$ cat src/rtl/p405s_ldstdvcctl.sv
// Load/store data-value-compare controller: registers per-access byte-lane enables,
// qualifies the external byte-compare results and raises a debug event with req/ack.
module p405s_ldstdvcctl (
  input  logic       CB,
  input  logic       resetN,
  input  logic       PCL_agenValid,
  input  logic [1:0] PCL_agenEA,
  input  logic [1:0] PCL_agenSize,
  input  logic       PCL_exeHold,
  input  logic       PCL_exeFlush,
  input  logic [1:0] DBCR_dvc1Mode,
  input  logic [1:0] DBCR_dvc2Mode,
  input  logic [3:0] DBCR_dvc1Be,
  input  logic [3:0] DBCR_dvc2Be,
  input  logic       EXE_dac1Hit,
  input  logic       EXE_dac2Hit,
  input  logic [3:0] EXE_dvc1ByteCmp,
  input  logic [3:0] EXE_dvc2ByteCmp,
  input  logic       DBG_dvcAck,
  output logic [3:0] PCL_dvcByteEnL2,
  output logic       DVC_evtReq,
  output logic [1:0] DVC_evtCode,
  output logic       DVC_evtOvf
);

  // Lane vectors are written big-endian: the leftmost literal bit is byte 0.
  localparam logic [0:0] IDLE = 1'b0;
  localparam logic [0:0] PEND = 1'b1;

  localparam logic [1:0] MODE_OFF = 2'b00;
  localparam logic [1:0] MODE_AND = 2'b01;
  localparam logic [1:0] MODE_OR  = 2'b10;
  localparam logic [1:0] MODE_AO  = 2'b11;

  function automatic logic qualify(input logic [1:0] mode,
                                   input logic [3:0] en,
                                   input logic [3:0] cmp);
    logic [3:0] c;
    logic       q;
    c = cmp & en;
    q = 1'b0;
    if (en != 4'b0000) begin
      case (mode)
        MODE_AND: q = (c == en);
        MODE_OR:  q = (c != 4'b0000);
        MODE_AO:  q = ((en[3:2] != 2'b00) && (c[3:2] == en[3:2])) ||
                      ((en[1:0] != 2'b00) && (c[1:0] == en[1:0]));
        MODE_OFF: q = 1'b0;
        default:  q = 1'b0;
      endcase
    end
    return q;
  endfunction

  logic [3:0] lanes_p0;
  logic       valid_p1;
  logic [3:0] lanes_p1;
  logic       live_p1;
  logic       hit1_p1;
  logic       hit2_p1;
  logic [1:0] hits_p1;
  logic [0:0] state_p2;
  logic [1:0] code_p2;
  logic       ovf_p2;

  // AGEN: lane decode; only the first word of a crossing access is covered.
  always_comb begin
    lanes_p0 = 4'b0000;
    if (PCL_agenValid) begin
      case (PCL_agenSize)
        2'b00:   lanes_p0 = 4'b1000 >> PCL_agenEA;
        2'b01:   lanes_p0 = 4'b1100 >> PCL_agenEA;
        2'b10:   lanes_p0 = 4'b1111 >> PCL_agenEA;
        default: lanes_p0 = 4'b0000;
      endcase
    end
  end

  // EXE register: flush wins over hold.
  always_ff @(posedge CB or negedge resetN) begin
    if (!resetN) begin
      valid_p1 <= 1'b0;
      lanes_p1 <= 4'b0000;
    end else if (PCL_exeFlush) begin
      valid_p1 <= 1'b0;
      lanes_p1 <= 4'b0000;
    end else if (!PCL_exeHold) begin
      valid_p1 <= PCL_agenValid;
      lanes_p1 <= lanes_p0;
    end
  end

  assign PCL_dvcByteEnL2 = lanes_p1;

  // EXE: an access is evaluated only in its first non-held, non-flushed cycle.
  assign live_p1 = valid_p1 & ~PCL_exeHold & ~PCL_exeFlush;
  assign hit1_p1 = live_p1 & EXE_dac1Hit &
                   qualify(DBCR_dvc1Mode, DBCR_dvc1Be & lanes_p1, EXE_dvc1ByteCmp);
  assign hit2_p1 = live_p1 & EXE_dac2Hit &
                   qualify(DBCR_dvc2Mode, DBCR_dvc2Be & lanes_p1, EXE_dvc2ByteCmp);
  assign hits_p1 = {hit2_p1, hit1_p1};

  // Event register: hits arriving with an ack start a fresh event rather than being lost.
  always_ff @(posedge CB or negedge resetN) begin
    if (!resetN) begin
      state_p2 <= IDLE;
      code_p2  <= 2'b00;
      ovf_p2   <= 1'b0;
    end else begin
      case (state_p2)
        IDLE: begin
          if (hits_p1 != 2'b00) begin
            state_p2 <= PEND;
            code_p2  <= hits_p1;
            ovf_p2   <= 1'b0;
          end
        end
        PEND: begin
          if (DBG_dvcAck) begin
            ovf_p2  <= 1'b0;
            code_p2 <= hits_p1;
            if (hits_p1 == 2'b00) begin
              state_p2 <= IDLE;
            end
          end else if (hits_p1 != 2'b00) begin
            code_p2 <= code_p2 | hits_p1;
            ovf_p2  <= 1'b1;
          end
        end
        default: begin
          state_p2 <= IDLE;
          code_p2  <= 2'b00;
          ovf_p2   <= 1'b0;
        end
      endcase
    end
  end

  assign DVC_evtReq  = (state_p2 == PEND);
  assign DVC_evtCode = code_p2;
  assign DVC_evtOvf  = ovf_p2;

endmodule

$ cat config.mk
export PLATFORM = sky130hd
export DESIGN_NAME = p405s_ldstdvcctl
export DESIGN_NICKNAME = d
export VERILOG_FILES = /design/src/rtl/p405s_ldstdvcctl.sv
export SDC_FILE = /design/constraint.sdc
export NUM_CORES = 1
export LEC_CHECK = 0
export ABC_AREA = 1
export CORE_UTILIZATION = 39
export CTS_BUF_LIST = sky130_fd_sc_hd__clkbuf_8 sky130_fd_sc_hd__clkbuf_16
export CTS_CLUSTER_DIAMETER = 200
export DETAILED_ROUTE_END_ITERATION = 16
export PLACE_DENSITY = 0.79
export SLEW_MARGIN = 5
export SYNTH_ARGS = -nofsm -noshare
export SYNTH_HDL_FRONTEND = slang
export SYNTH_SLANG_ARGS = --single-unit
$ cat constraint.sdc
create_clock -name CB -period 1.5 [get_ports CB]
set_clock_uncertainty 0.05 [all_clocks]
set_input_delay 0.3 -clock CB [delete_from_list [all_inputs] [get_ports CB]]
set_output_delay 0.3 -clock CB [all_outputs]
set_load 0.02 [all_outputs]
==> results_dict.tcl <==
set metrics [dict create \
    synthAdderAreaFrac_pct 3.22 \
    post-route-drc-count 0 \
    syn-num-nets 153 \
    endpoint "PCL_dvcByteEnL2[2]" \
    design.core.area_mm2 0.00180 \
    firstDrtPassIters 6 \
    p_leak_nw 0.696 \
    synth_seq_cells 9 \
    whs_ns 0.318 \
    layout-drive-gt1-share_pct 17.7 \
    synth_compound_area_share_pct 10.6 \
    vias 996 \
    reg2reg_slack_ns 0.10 \
    cp-start-kind "flop" \
    crit_path_max_fanout 6 \
    min_period_ns 1.45 \
    cts_setup_buffers 0 \
    grt_max_degree 10 \
    ys_warn_count 0 \
    grt_pass1_wl_um 3300 \
    crit_chain "dlygate4sd2_1" \
    cts_buffer_depth 2 \
    met2WireLength_um 1180 \
    grt_pass1_vias 855 \
    fill_cells 153 \
    cts_buffers 3 \
    cts_hold_buffers 0 \
    grt_overflow 0 \
    yosys.area_share.simple_pct 49.5 \
    crit_path_end_kind "output port" \
    dieArea_mm2 0.00218 \
    synth_xor_area_share_pct 0 \
    min_path_type "input port to async pin" \
    start_util_pct 43.2 \
    tritoncts "done" \
    synth.distinct_cells 19 \
    utilization_pct 72.6 \
    slew_viol_final 0 \
    setup_viol 0 \
    num-nets-final 199 \
    syn_area_um2 778 \
    clk_latency_ns 0.23 \
    post_dp_cell_area_mm2 0.00121 \
    gp_congestion 0.800 \
    critPathKind "flop to output port" \
    r2r_cells 10 \
    yosysSeqAreaShare_pct 28.9 \
    root_buffer "clkbuf_8" \
    drt_iter0_markers 27 \
    dieWidth_um 46.7 \
    m1WireLength_um 952 \
    final_cell_area_mm2 0.00131 \
    max_freq_mhz 688 \
    cp_slowest_stage_delay_ns 0.49 \
    grt_use_total_pct 21.8 \
    clk_pin_slew_worst_paths_ns 0.05 \
    viasPerCell 5.27 \
    muxShareOfSynthArea_pct 0 \
    synthCells 119 \
    drv_cap 0 \
    top_layer "met4" \
    cpLargestDelayFamily "flip-flops" \
    wl_per_cell_um 12.4 \
    hold_viol 0 \
    syn_to_final_growth_pct 68.2 \
    row_count 15 \
    ant_nets 0 \
    clock-sinks 9 \
    place_inst 185 \
    rr_endpoint "DVC_evtCode[1]" \
    synth_top_family_by_area "simple AND/OR/NAND/NOR gates" \
    critical_path.reg2reg.startpoint "PCL_dvcByteEnL2[2]" \
    cp-startpoint "PCL_dvcByteEnL2[2]" \
    die_h_um 46.7 \
    grt_antenna_before_repair 0 \
    diodes 0 \
    worst_pin_slew_ns 0.405 \
    powerDensity_mw_per_mm2 547 \
    ios 40 \
    routed_wl_um 2340 \
    layoutNonFillerInstCount 189 \
    wl_met3_um 195 \
    critPathArrivalTime_ns 1.10 \
    cp_num_buf_inv 1 \
    path_depth 1 \
    required_ns 1.15 \
    run_status "complete, no violations" \
    relSlewSlack_pct 72.9 \
    htreeDepth 1 \
    ir_drop_uv 556 \
    dp_hpwl_um 1820 \
    cpMaxStageDelayCell "dfrtp_1" \
    min_period_over_period_pct 96.9 \
    power_uw 716 \
    rsz0062_at_grt "yes" \
    avgSynthCellArea_um2 6.54 \
    port_buffers 39 \
]
-- through the flow --
step / TNS, ns / worst slack [ns]
2_1_floorplan: 0 / 0.115
3_3_place_gp: -0.851 / -0.160
3_5_place_dp: -1.16 / -0.239
4_1_cts: 0 / 0.0341
5_1_grt: -0.0440 / -0.0265
6_report: 0 / 0.0458
-- logic make-up (layout without fill, tap and decap cells) --
| family | Yosys count | in the layout |
|---|---|---|
| compound gates | 14 | 14 |
| simple gates | 78 | 78 |
| buf+inv | 16 | 61 |
| fa+ha+maj | 2 | 2 |
| flops | 9 | 9 |
-- layout by cell type (no fill, tap or decap), types with 3 or more instances in the layout --
master	synthesis	routed
nand3_1	22	21
o21ai_0	8	6
nand2_2	3	9
dfrtp_1	9	7
clkbuf_8	0	3
nor2_2	2	3
nand2_1	38	32
clkdlybuf4s50_1	0	25
inv_2	3	4
nand4_1	5	5
inv_1	13	13
dlygate4sd2_1	0	8
dlymetal6s2s_1	0	6
-- cell usage after synthesis, drive strengths merged --
master  instances  share of area [%]
nand3b          1               0.96
ha              2                3.2
nand2          41                 21
inv            16                7.7
a21oi           1               0.64
o21ai           8                5.1
or2             1               0.80
dfrtp           9                 29
o31ai           2                1.9
nor2            5                3.1
a32o            1                1.3
o22ai           2                1.6
nand3          25                 20
nand4           5                4.0
-- registers in the layout (all words and copies together) (netlist names) --
name and flops:
DVC_evtCode 2, DVC_evtOvf 1, DVC_evtReq 1, PCL_dvcByteEnL2 4, valid_p1 1
-- area by class of cell --
type	count	area [µm²]	share of cell area (%)
well taps	25	31.3	2.39
clock inverters	1	3.75	0.287
flip-flops and latches	9	228	17.4
clock buffers	3	41.3	3.15
inverters	16	60.1	4.59
repair buffers	41	410	31.4
multi-input cells	94	534	40.8
-- per-layer routing --
| metal | vias to the layer above | GRT usage (%) |
|---|---|---|
| met5 | - | 0 |
| met4 | 0 | 6.86 |
| met3 | 2 | 3.14 |
| met2 | 53 | 40.0 |
| met1 | 451 | 25.7 |
| li1 | 490 | - |
-- worst min path at each step --
stage / start / slack, ns / to
global placement: valid_p1 / 0.47 / valid_p1
detailed placement: DVC_evtOvf / 0.48 / DVC_evtOvf
CTS: resetN / 0.33 / DVC_evtReq
finish: resetN / 0.32 / DVC_evtReq
floorplan: resetN / -0.05 / DVC_evtCode[0]
global route: resetN / 0.34 / PCL_dvcByteEnL2[3]
-- where the power goes --
| part | internal [mW] | switching (mW) | total, mW |
|---|---|---|---|
| registers | 0.250 | 0.0102 | 0.260 |
| clock network | 0.178 | 0.0944 | 0.273 |
| logic | 0.104 | 0.0796 | 0.183 |
| total | 0.532 | 0.184 | 0.716 |
-- repair_timing --
item | in CTS | in global routing
pin swaps | 0 | 2
gates resized for setup | 9 | 20
endpoints found under the setup margin | 9 | 4
Note: power is estimated with default switching activity, not from simulation.
